`src/rtl/fdivider.sv`:
```
// Sequential IEEE-754 single-precision divider (z = a / b), restoring mantissa division, RNE, flush-to-zero.
// Optional FDIV_FLAGS_EN adds a registered flags port {invalid, div_by_zero, overflow, underflow, inexact}.
module fdivider #(
    parameter int WIDTH = 32,
    parameter int BIAS  = 127
) (
    input  logic             clk,
    input  logic             rst,
    input  logic             start,
    input  logic [WIDTH-1:0] a,
    input  logic [WIDTH-1:0] b,
    output logic [WIDTH-1:0] z,
    output logic             busy,
    output logic             done
`ifdef FDIV_FLAGS_EN
   ,output logic [4:0]       flags
`endif
);

    typedef enum logic [2:0] {IDLE, UNPACK, DIVIDE, NORM, ROUND, DONE} state_t;

    localparam logic signed [9:0] BIAS_E = 10'(BIAS);
    localparam logic [31:0]       QNAN   = 32'h7FC0_0000;

    state_t             state_q, state_d;
    logic [31:0]        a_q, a_d, b_q, b_d, z_q, z_d;
    logic               s_q, s_d;
    logic signed [9:0]  e_q, e_d;
    logic [23:0]        mb_q, mb_d;
    logic [24:0]        r_q, r_d;
    logic [25:0]        q_q, q_d;
    logic [4:0]         cnt_q, cnt_d;
    logic [22:0]        frac_q, frac_d;
    logic               guard_q, guard_d, sticky_q, sticky_d;
    logic               done_q, done_d, busy_q, busy_d;
`ifdef FDIV_FLAGS_EN
    logic [4:0]         flags_q, flags_d;
`endif

    // Operand classification on the latched operands; exponent 0 is zero (subnormals flushed).
    logic a_nan, a_inf, a_zero, b_nan, b_inf, b_zero, sign_w;
    logic signed [9:0] e_unp;
    assign a_nan  = (&a_q[30:23]) &  (|a_q[22:0]);
    assign a_inf  = (&a_q[30:23]) & ~(|a_q[22:0]);
    assign a_zero = ~(|a_q[30:23]);
    assign b_nan  = (&b_q[30:23]) &  (|b_q[22:0]);
    assign b_inf  = (&b_q[30:23]) & ~(|b_q[22:0]);
    assign b_zero = ~(|b_q[30:23]);
    assign sign_w = a_q[31] ^ b_q[31];
    assign e_unp  = $signed({2'b00, a_q[30:23]}) - $signed({2'b00, b_q[30:23]}) + BIAS_E;

    // One restoring step: subtract when possible, then shift the partial remainder.
    logic        r_ge;
    logic [24:0] r_next;
    assign r_ge   = (r_q >= {1'b0, mb_q});
    assign r_next = r_ge ? ((r_q - {1'b0, mb_q}) << 1) : (r_q << 1);

    // Rounding on the fraction only; a carry into bit 23 means the mantissa wrapped to 1.0.
    logic              inc, ovf, unf;
    logic [23:0]       frac_r;
    logic signed [9:0] e_r;
    assign inc    = guard_q & (sticky_q | frac_q[0]);
    assign frac_r = {1'b0, frac_q} + {23'b0, inc};
    assign e_r    = e_q + {9'b0, frac_r[23]};
    assign ovf    = (e_r >= 10'sd255);
    assign unf    = (e_r <= 10'sd0);

    always_comb begin
        // NOTE: every _d starts as its _q so no path through the case leaves a latch behind.
        state_d  = state_q;
        a_d      = a_q;
        b_d      = b_q;
        z_d      = z_q;
        s_d      = s_q;
        e_d      = e_q;
        mb_d     = mb_q;
        r_d      = r_q;
        q_d      = q_q;
        cnt_d    = cnt_q;
        frac_d   = frac_q;
        guard_d  = guard_q;
        sticky_d = sticky_q;
        done_d   = 1'b0;
`ifdef FDIV_FLAGS_EN
        flags_d  = flags_q;
`endif
        case (state_q)
            IDLE: begin
                if (start) begin
                    a_d     = a;
                    b_d     = b;
                    state_d = UNPACK;
                end
            end
            UNPACK: begin
                s_d     = sign_w;
                e_d     = e_unp;
                mb_d    = {1'b1, b_q[22:0]};
                r_d     = {2'b01, a_q[22:0]};
                q_d     = '0;
                cnt_d   = '0;
                state_d = DONE;
                done_d  = 1'b1;
                if (a_nan | b_nan | (a_inf & b_inf) | (a_zero & b_zero)) begin
                    z_d = QNAN;
`ifdef FDIV_FLAGS_EN
                    flags_d = 5'b10000;
`endif
                end else if (a_inf | b_zero) begin
                    z_d = {sign_w, 8'hFF, 23'b0};
`ifdef FDIV_FLAGS_EN
                    flags_d = {1'b0, b_zero & ~a_inf, 3'b000};
`endif
                end else if (a_zero | b_inf) begin
                    z_d = {sign_w, 31'b0};
`ifdef FDIV_FLAGS_EN
                    flags_d = 5'b00000;
`endif
                end else begin
                    state_d = DIVIDE;
                    done_d  = 1'b0;
                end
            end
            DIVIDE: begin
                q_d   = {q_q[24:0], r_ge};
                r_d   = r_next;
                cnt_d = cnt_q + 5'd1;
                if (cnt_q == 5'd25) state_d = NORM;
            end
            NORM: begin
                if (q_q[25]) begin
                    frac_d   = q_q[24:2];
                    guard_d  = q_q[1];
                    sticky_d = q_q[0] | (|r_q);
                end else begin
                    frac_d   = q_q[23:1];
                    guard_d  = q_q[0];
                    sticky_d = |r_q;
                    e_d      = e_q - 10'sd1;
                end
                state_d = ROUND;
            end
            ROUND: begin
                if (ovf)      z_d = {s_q, 8'hFF, 23'b0};
                else if (unf) z_d = {s_q, 31'b0};
                else          z_d = {s_q, e_r[7:0], frac_r[22:0]};
`ifdef FDIV_FLAGS_EN
                flags_d = {2'b00, ovf, unf, guard_q | sticky_q | ovf | unf};
`endif
                done_d  = 1'b1;
                state_d = DONE;
            end
            DONE:    state_d = IDLE;
            default: state_d = IDLE;
        endcase
        busy_d = (state_d != IDLE);
    end

    always_ff @(posedge clk) begin
        // NOTE: reset is sampled on the clock edge, so it sits inside the clocked branch, not in the sensitivity list.
        if (!rst) begin
            state_q  <= IDLE;
            a_q      <= '0;
            b_q      <= '0;
            z_q      <= '0;
            s_q      <= 1'b0;
            e_q      <= '0;
            mb_q     <= '0;
            r_q      <= '0;
            q_q      <= '0;
            cnt_q    <= '0;
            frac_q   <= '0;
            guard_q  <= 1'b0;
            sticky_q <= 1'b0;
            done_q   <= 1'b0;
            busy_q   <= 1'b0;
`ifdef FDIV_FLAGS_EN
            flags_q  <= '0;
`endif
        end else begin
            state_q  <= state_d;
            a_q      <= a_d;
            b_q      <= b_d;
            z_q      <= z_d;
            s_q      <= s_d;
            e_q      <= e_d;
            mb_q     <= mb_d;
            r_q      <= r_d;
            q_q      <= q_d;
            cnt_q    <= cnt_d;
            frac_q   <= frac_d;
            guard_q  <= guard_d;
            sticky_q <= sticky_d;
            done_q   <= done_d;
            busy_q   <= busy_d;
`ifdef FDIV_FLAGS_EN
            flags_q  <= flags_d;
`endif
        end
    end

    assign z    = z_q;
    assign busy = busy_q;
    assign done = done_q;
`ifdef FDIV_FLAGS_EN
    assign flags = flags_q;
`endif

endmodule

```
`config.mk`:
```
export PLATFORM = sky130hd
export DESIGN_NAME = fdivider
export DESIGN_NICKNAME = d
export VERILOG_FILES = /design/src/rtl/fdivider.sv
export SDC_FILE = /design/constraint.sdc
export NUM_CORES = 1
export LEC_CHECK = 0
export BUFFER_PORTS_ARGS = -buffer_cell sky130_fd_sc_hd__buf_2
export CORE_MARGIN = 1
export CORE_UTILIZATION = 40
export CTS_CLUSTER_SIZE = 8
export DETAILED_ROUTE_END_ITERATION = 12
export GPL_TIMING_DRIVEN = 1
export PLACE_DENSITY = 0.68
export REMOVE_ABC_BUFFERS = 1
export SLEW_MARGIN = 0
export SYNTH_ARGS = -nofsm -noshare
export SYNTH_HDL_FRONTEND = slang
export SYNTH_SLANG_ARGS = --single-unit
```
`constraint.sdc`:
```
create_clock -name clk -period 3.33 [get_ports clk]
set_input_delay 0.333 -clock clk [delete_from_list [all_inputs] [get_ports clk]]
set_output_delay 0.333 -clock clk [all_outputs]
set_load 0.02 [all_outputs]
```
==> results of run 1 <==
## final timing paths
| kind | from | to | slack (ps) |
|---|---|---|---|
| worst max-delay path | frac_q[0]$_SDFFE_PN0P_ | z[6]$_SDFFE_PN0P_ | 90 |
| worst max register to register | frac_q[0]$_SDFFE_PN0P_ | z[6]$_SDFFE_PN0P_ | 90 |
| worst min-delay path | a[24] | a_q[24]$_SDFFE_PN0P_ | 20 |
| worst min register to register | z[6]$_SDFFE_PN0P_ | z[6]$_SDFFE_PN0P_ | 440 |
## per-layer routing
metal	GRT usage, %	vias up	wire, µm
li1	-	5158	-
met1	26.05	4735	13360
met2	33.57	246	13340
met3	2.775	55	1272
met4	7.011	0	953
met5	0	-	0
## power by group through the flow
stage	clock network [µW]	registers [µW]	logic [µW]
6_report	2700	3560	7000
4_1_cts	2770	3540	6870
3_3_place_gp	0	3570	6720
5_1_grt	2890	3620	7710
3_5_place_dp	0	3580	6790
2_1_floorplan	0	3480	4950
## synth_stat cells, types with 7 or more instances
cell type  count
nand2_1      271
clkbuf_1      68
a211oi_1      30
xnor2_1       32
o21ai_0       60
o221ai_1      12
a2bb2oi_1      7
a31oi_1        7
a21o_1        14
o21a_1         8
xor2_1        22
nor2_1       117
a22oi_1       30
or3_1          7
nand2b_1       9
mux2i_1       39
nand4_1       20
a21oi_1      152
nor4_1        19
ha_1          40
dfxtp_1      217
nor3_1        21
and3_1        12
and2_1        13
inv_1         47
nand3_1       28
## stage by stage
step | setup TNS (ps) | area, µm²
6_report | 0 | 13240
5_1_grt | -541.5 | 13240
4_1_cts | 0 | 13050
3_5_place_dp | -2940 | 12170
3_3_place_gp | 0 | 12170
2_1_floorplan | -198390 | 10850
## layout make-up
| class | count | area, µm² |
|---|---|---|
| repair buffers | 149 | 918.4 |
| fillers | 2750 | 14470 |
| clock buffers | 32 | 779.5 |
| inverters | 48 | 182.7 |
| multi-input cells | 1062 | 6507 |
| clock inverters | 2 | 28.78 |
| flip-flops and latches | 217 | 4350 |
| well taps | 378 | 473.0 |
## cells by family after synthesis
logic type | synth area share [%]
DFF | 38.57
and+or+nand+nor | 21.68
muxes | 3.466
buffers and inverters | 5.254
adders and majority gates | 4.799
xor gates and xnor gates | 4.199
AOI/OAI and AO/OA | 22.03
## worst max-delay path, cell delays in order (launching register included)
cell     delay (ps)
dfxtp_4         330
o21a_1          160
ha_4            170
nand3_4          80
nor2_4          140
and2_4          170
nand2_4          50
nor2_4          140
ha_4            160
ha_4            120
and3_4          190
and3_4          200
xnor2_2          60
a31o_2          270
a31oi_4         190
buf_6           120
nand4_1         250
buf_6           240
o21ai_1         110
## timing repair
action | CTS | global route
pin swaps | 3 | 16
cloned | 1 | 1
hold buffers | 4 | 0
setup buffers | 0 | 3
gates resized for setup | 11 | 43
setup endpoints to repair | 25 | 29
hold endpoints to repair | 4 | 0
## flip-flops by register name, indices dropped and copies added, names as in the netlist, 3 cells and up
register and count:
z 32, frac_q 23, a_q 32, b_q 32, r_q 25, mb_q 24, q_q 26, e_q 10
state_q 3, cnt_q 5
==> out/metrics.cfg, run 1 <==
[worst_setup_path]
crit_fanout = 4
critPathLaunchType = register
cp-end-kind = register
critical_path_class = register to register
reg2regPathDepth = 18
required_ps = 3820
crit_arrival_ps = 3730

[clock_tree]
path_clk_slew_ps = 50
cts_max_path_buffers = 3
cts_tree = built
h-tree-depth = 1
cts_root_buffer = clkbuf_16
cts_buffers = 31
cts.sinks = 217
clkLatencyLatePin_ps = 560

[synth]
synth_top_area_cell = dfxtp_1
synth_top_area_share_pct = 38.57
ys_types = 76
yosysWarningCount = 0
synth_edf_count = 0
netlist_area_mm2 = 0.01126
synth_flop_cell = dfxtp_1
avgSynthCellArea_um2 = 7.966
async_reset_ff_share_pct = 0
synthTopCellsByArea = dfxtp_1 (39%), nand2_1 (9.0%), a21oi_1 (6.8%)
syn_inst = 1414
synth.ff_latch_count = 217
seq_area_frac_synth_pct = 38.57

[routing]
drt_wl_total_um = 28920
first_pass_iters = 8
first_iter_violations = 627
vias = 10190
antenna_left = 0
drc = 0
avgViaCountPerCell = 5.399
wl_per_cell_um = 15.32

[timing]
period_minus_slack_ps = 3238
tightest_slew_ps = 1029
slew_violations = 0
max_freq_mhz = 308.8
relSlewSlack_pct = 31.15
final-hold-violation-count = 0
rsz0062_at_grt = yes
setup_violations = 0
period_share_pct = 97.23
holdWs_ps = 16.79
skew_ps = 21.19
setup_slack_ps = 92.18

[finish]
drive_above_1_share_pct = 15.70
area_delta_synth_final_pct = 17.55
final_cell_mix = nand2_1 (270), dfxtp_1 (214), a21oi_1 (152)
utilization_pct = 47.79
n_antenna_cell = 0
num-nets-final = 1618
layout_commonest_cell = nand2_1
stdcell_count = 1888

[floorplanning]
num_rows = 61
dieArea_mm2 = 0.02883
ios = 101
die_x_um = 169.8
chipHeight_um = 169.8
coreArea_mm2 = 0.02771
start_util_pct = 40.65

[power]
finalPower_uw = 13270
power.density_mw_per_mm2 = 1002
switchingPower_uw = 5754
p_leak_uw = 0.005051
ir_drop_mv = 0.6472
sw_frac_of_total_pct = 43.38
combPwrFrac_pct = 52.8
p_clk_share_pct = 20.4
intPower_uw = 7511
seqPwrFrac_pct = 26.9

[placed_design]
gp_congestion = 0.9129
port_buffers = 100
placedCellCount = 1845
dp_hpwl_um = 20370
dpl_worst_slack_ps = -193.7

[global_route]
grt_overflow = 0
grt_start_max_net_pins = 68
grt_pass1_wl_um = 47690
track_usage_pct = 19.97
grt_pass1_vias = 9642
antenna_found_initial = 0

[hold_path]
hold_class = input pin to register
hold_depth = 3

[run_status]
outcome = complete, no violations

[flow_run]
drv_cap = 0

Note: power is estimated with default switching activity, not from simulation.
==> inputs of run 2 (changes only) <==
--- a/config.mk
+++ b/config.mk
@@ -13,6 +13,7 @@
 export GPL_TIMING_DRIVEN = 1
 export PLACE_DENSITY = 0.68
 export REMOVE_ABC_BUFFERS = 1
+export SETUP_SLACK_MARGIN = 0.4
 export SLEW_MARGIN = 0
 export SYNTH_ARGS = -nofsm -noshare
 export SYNTH_HDL_FRONTEND = slang
==> out/metrics.cfg, run 2 (same netlist as run 1, synthesis figures left out) <==
[routing]
antenna_left = 0  ; unchanged
avgViaCountPerCell = 5.398  ; about the same
drt_wl_total_um = 29260  ; +1.2%
wl_per_cell_um = 15.45  ; +0.85%
first_iter_violations = 740  ; +18%
first_pass_iters = 5  ; -3
drc = 0  ; unchanged
vias = 10220  ; +0.29%

[worst_setup_path]
slowest_delay_ps = 360  ; +30 ps
cp.depth = 17  ; -1
crit_arrival_ps = 3650  ; -80 ps
required_ps = 3820  ; about the same
r2r_start = sticky_q$_SDFFE_PN0P_
critical_path_class = register to register
critPathLaunchType = register
crit_fanout = 4  ; unchanged
reg2reg_to = z[6]$_SDFFE_PN0P_
crit_chain = o21a_1, ha_4, nand3_4, nor2_4, and2_4, nand2_4, nor2_4, ha_4, nand4_1, or3_1, and2_1, and3_4, a31oi_4, buf_6, nand4_1, buf_4, o21ai_1
cp-end-kind = register
critPathCapture = z[6]$_SDFFE_PN0P_
reg2reg_slack_ps = 170  ; +80 ps
crit_start = sticky_q$_SDFFE_PN0P_
crit_family = simple AND/OR/NAND/NOR gates
cp_num_buf_inv = 2  ; unchanged
cp_slowest_cell = or3_1
reg2regPathDepth = 17  ; -1

[clock_tree]
clkLatencyLatePin_ps = 560  ; about the same
cts_max_path_buffers = 3  ; unchanged
cts_buffers = 31  ; unchanged
cts.sinks = 217  ; unchanged
cts_tree = built
h-tree-depth = 1  ; unchanged
cts_root_buffer = clkbuf_16
path_clk_slew_ps = 50  ; about the same

[finish]
utilization_pct = 48.36  ; +0.57 points
drive_above_1_share_pct = 17.94  ; +2.2 points
area_delta_synth_final_pct = 18.96
stdcell_count = 1894  ; +0.32%
final_cell_mix = nand2_1 (270), dfxtp_1 (211), a21oi_1 (147)
num-nets-final = 1624  ; +0.37%
post-route-cell-area_mm2 = 0.01340  ; +1.2%
layout_commonest_cell = nand2_1
ff_latch_area_mm2 = 0.004352  ; about the same
n_antenna_cell = 0  ; unchanged
multi_input_area_mm2 = 0.006620  ; +1.7%
fillCellCount = 2731  ; -0.69%

[timing]
setup_slack_ps = 174.9  ; +82.72 ps
tightest_slew_ps = 865.8  ; -163.0 ps
skew_ps = 18.81  ; -2.375 ps
setup_violations = 0  ; unchanged
relSlewSlack_pct = 42.01  ; +11 points
period_share_pct = 94.75  ; -2.5 points
slew_violations = 0  ; unchanged
rsz0062_at_grt = yes
final-hold-violation-count = 0  ; unchanged
period_minus_slack_ps = 3155  ; -82.72 ps
max_freq_mhz = 316.9  ; +2.6%

[placed_design]
gp_congestion = 0.9129  ; unchanged
placedCellCount = 1845  ; unchanged
port_buffers = 100  ; unchanged
dpl_worst_slack_ps = -193.7  ; unchanged
dpl_cell_area_mm2 = 0.01217  ; unchanged
dp_hpwl_um = 20370  ; unchanged

[floorplanning]
coreArea_mm2 = 0.02771  ; unchanged
num_rows = 61  ; unchanged
ios = 101  ; unchanged
die_x_um = 169.8  ; unchanged
start_util_pct = 40.65  ; unchanged
dieArea_mm2 = 0.02883  ; unchanged
chipHeight_um = 169.8  ; unchanged

[power]
p_leak_uw = 0.005094  ; +0.85%
power.density_mw_per_mm2 = 1012  ; +0.98%
ir_drop_mv = 0.6491  ; +0.30%
finalPower_uw = 13560  ; +2.2%

[global_route]
track_usage_pct = 20.29  ; +0.32 points
grt_pass1_vias = 9675  ; +0.34%
grt_overflow = 0  ; unchanged
grt_start_max_net_pins = 68  ; unchanged
antenna_found_initial = 0  ; unchanged
grt_pass1_wl_um = 48330  ; +1.3%

[flow_run]
drv_cap = 0  ; unchanged

[hold_path]
hold_class = input pin to register

[run_status]
outcome = complete, no violations

## run 2: changes by cell type in the layout (fill, tap and decap cells not counted), sizes merged
cell / previous run / this run
buf: 145 / 151
## run 2: layout make-up
| class | instances | area share [%] |
|---|---|---|
| Clock buffer | 32 | 5.818 |
| Clock inverter | 2 | 0.2148 |
| Inverter | 48 | 1.363 |
| Multi-Input combinational cell | 1062 | 49.41 |
| Sequential cell | 217 | 32.48 |
| Tap cell | 378 | 3.530 |
| Timing Repair Buffer | 155 | 7.190 |
## run 2: how the worst min path moves through the flow
stage,from,end,cells past startpoint
final,a[24],a_q[24]$_SDFFE_PN0P_,3
after global routing,a[5],a_q[5]$_SDFFE_PN0P_,3
after CTS,a[24],a_q[24]$_SDFFE_PN0P_,3
after detailed placement,z[6]$_SDFFE_PN0P_,z[6]$_SDFFE_PN0P_,2
after global placement,z[7]$_SDFFE_PN0P_,z[7]$_SDFFE_PN0P_,2
after floorplan,mb_q[10]$_SDFFE_PN0P_,mb_q[10]$_SDFFE_PN0P_,2
## run 2: stage by stage
stage               setup TNS [ps]  hold WS, ps
floorplan                  -198390        436.3
global placement                 0        438.1
detailed placement           -2940        439.1
CTS                              0        1.740
global route                     0        20.91
finish                           0        16.13
## run 2: what timing repair did
action                     4_1_cts  5_1_grt
pin swaps                       30       18
buffers inserted                 3        6
hold endpoints to repair         4        0
hold buffers                     4        0
cloned                           2        0
gates resized for setup         54       37
setup endpoints to repair       31       53
## run 2: where the power goes
group          total (µW)  internal (µW)  switching [µW]  leakage [µW]
logic                7290           3010            4280       0.00293
clock network        2710           1630            1080      0.000397
registers            3560           3060             503       0.00177
## run 2: metal layers
layer	global-route usage [%]	part of all wire (%)
met5	0	0
met4	7.090	3.2
met3	2.589	4.6
met2	34.12	46
met1	26.61	46
## run 2: worst min-delay path: stages
cell and delay, ps:
buf_2 90, nand2_1 50, a21oi_1 50
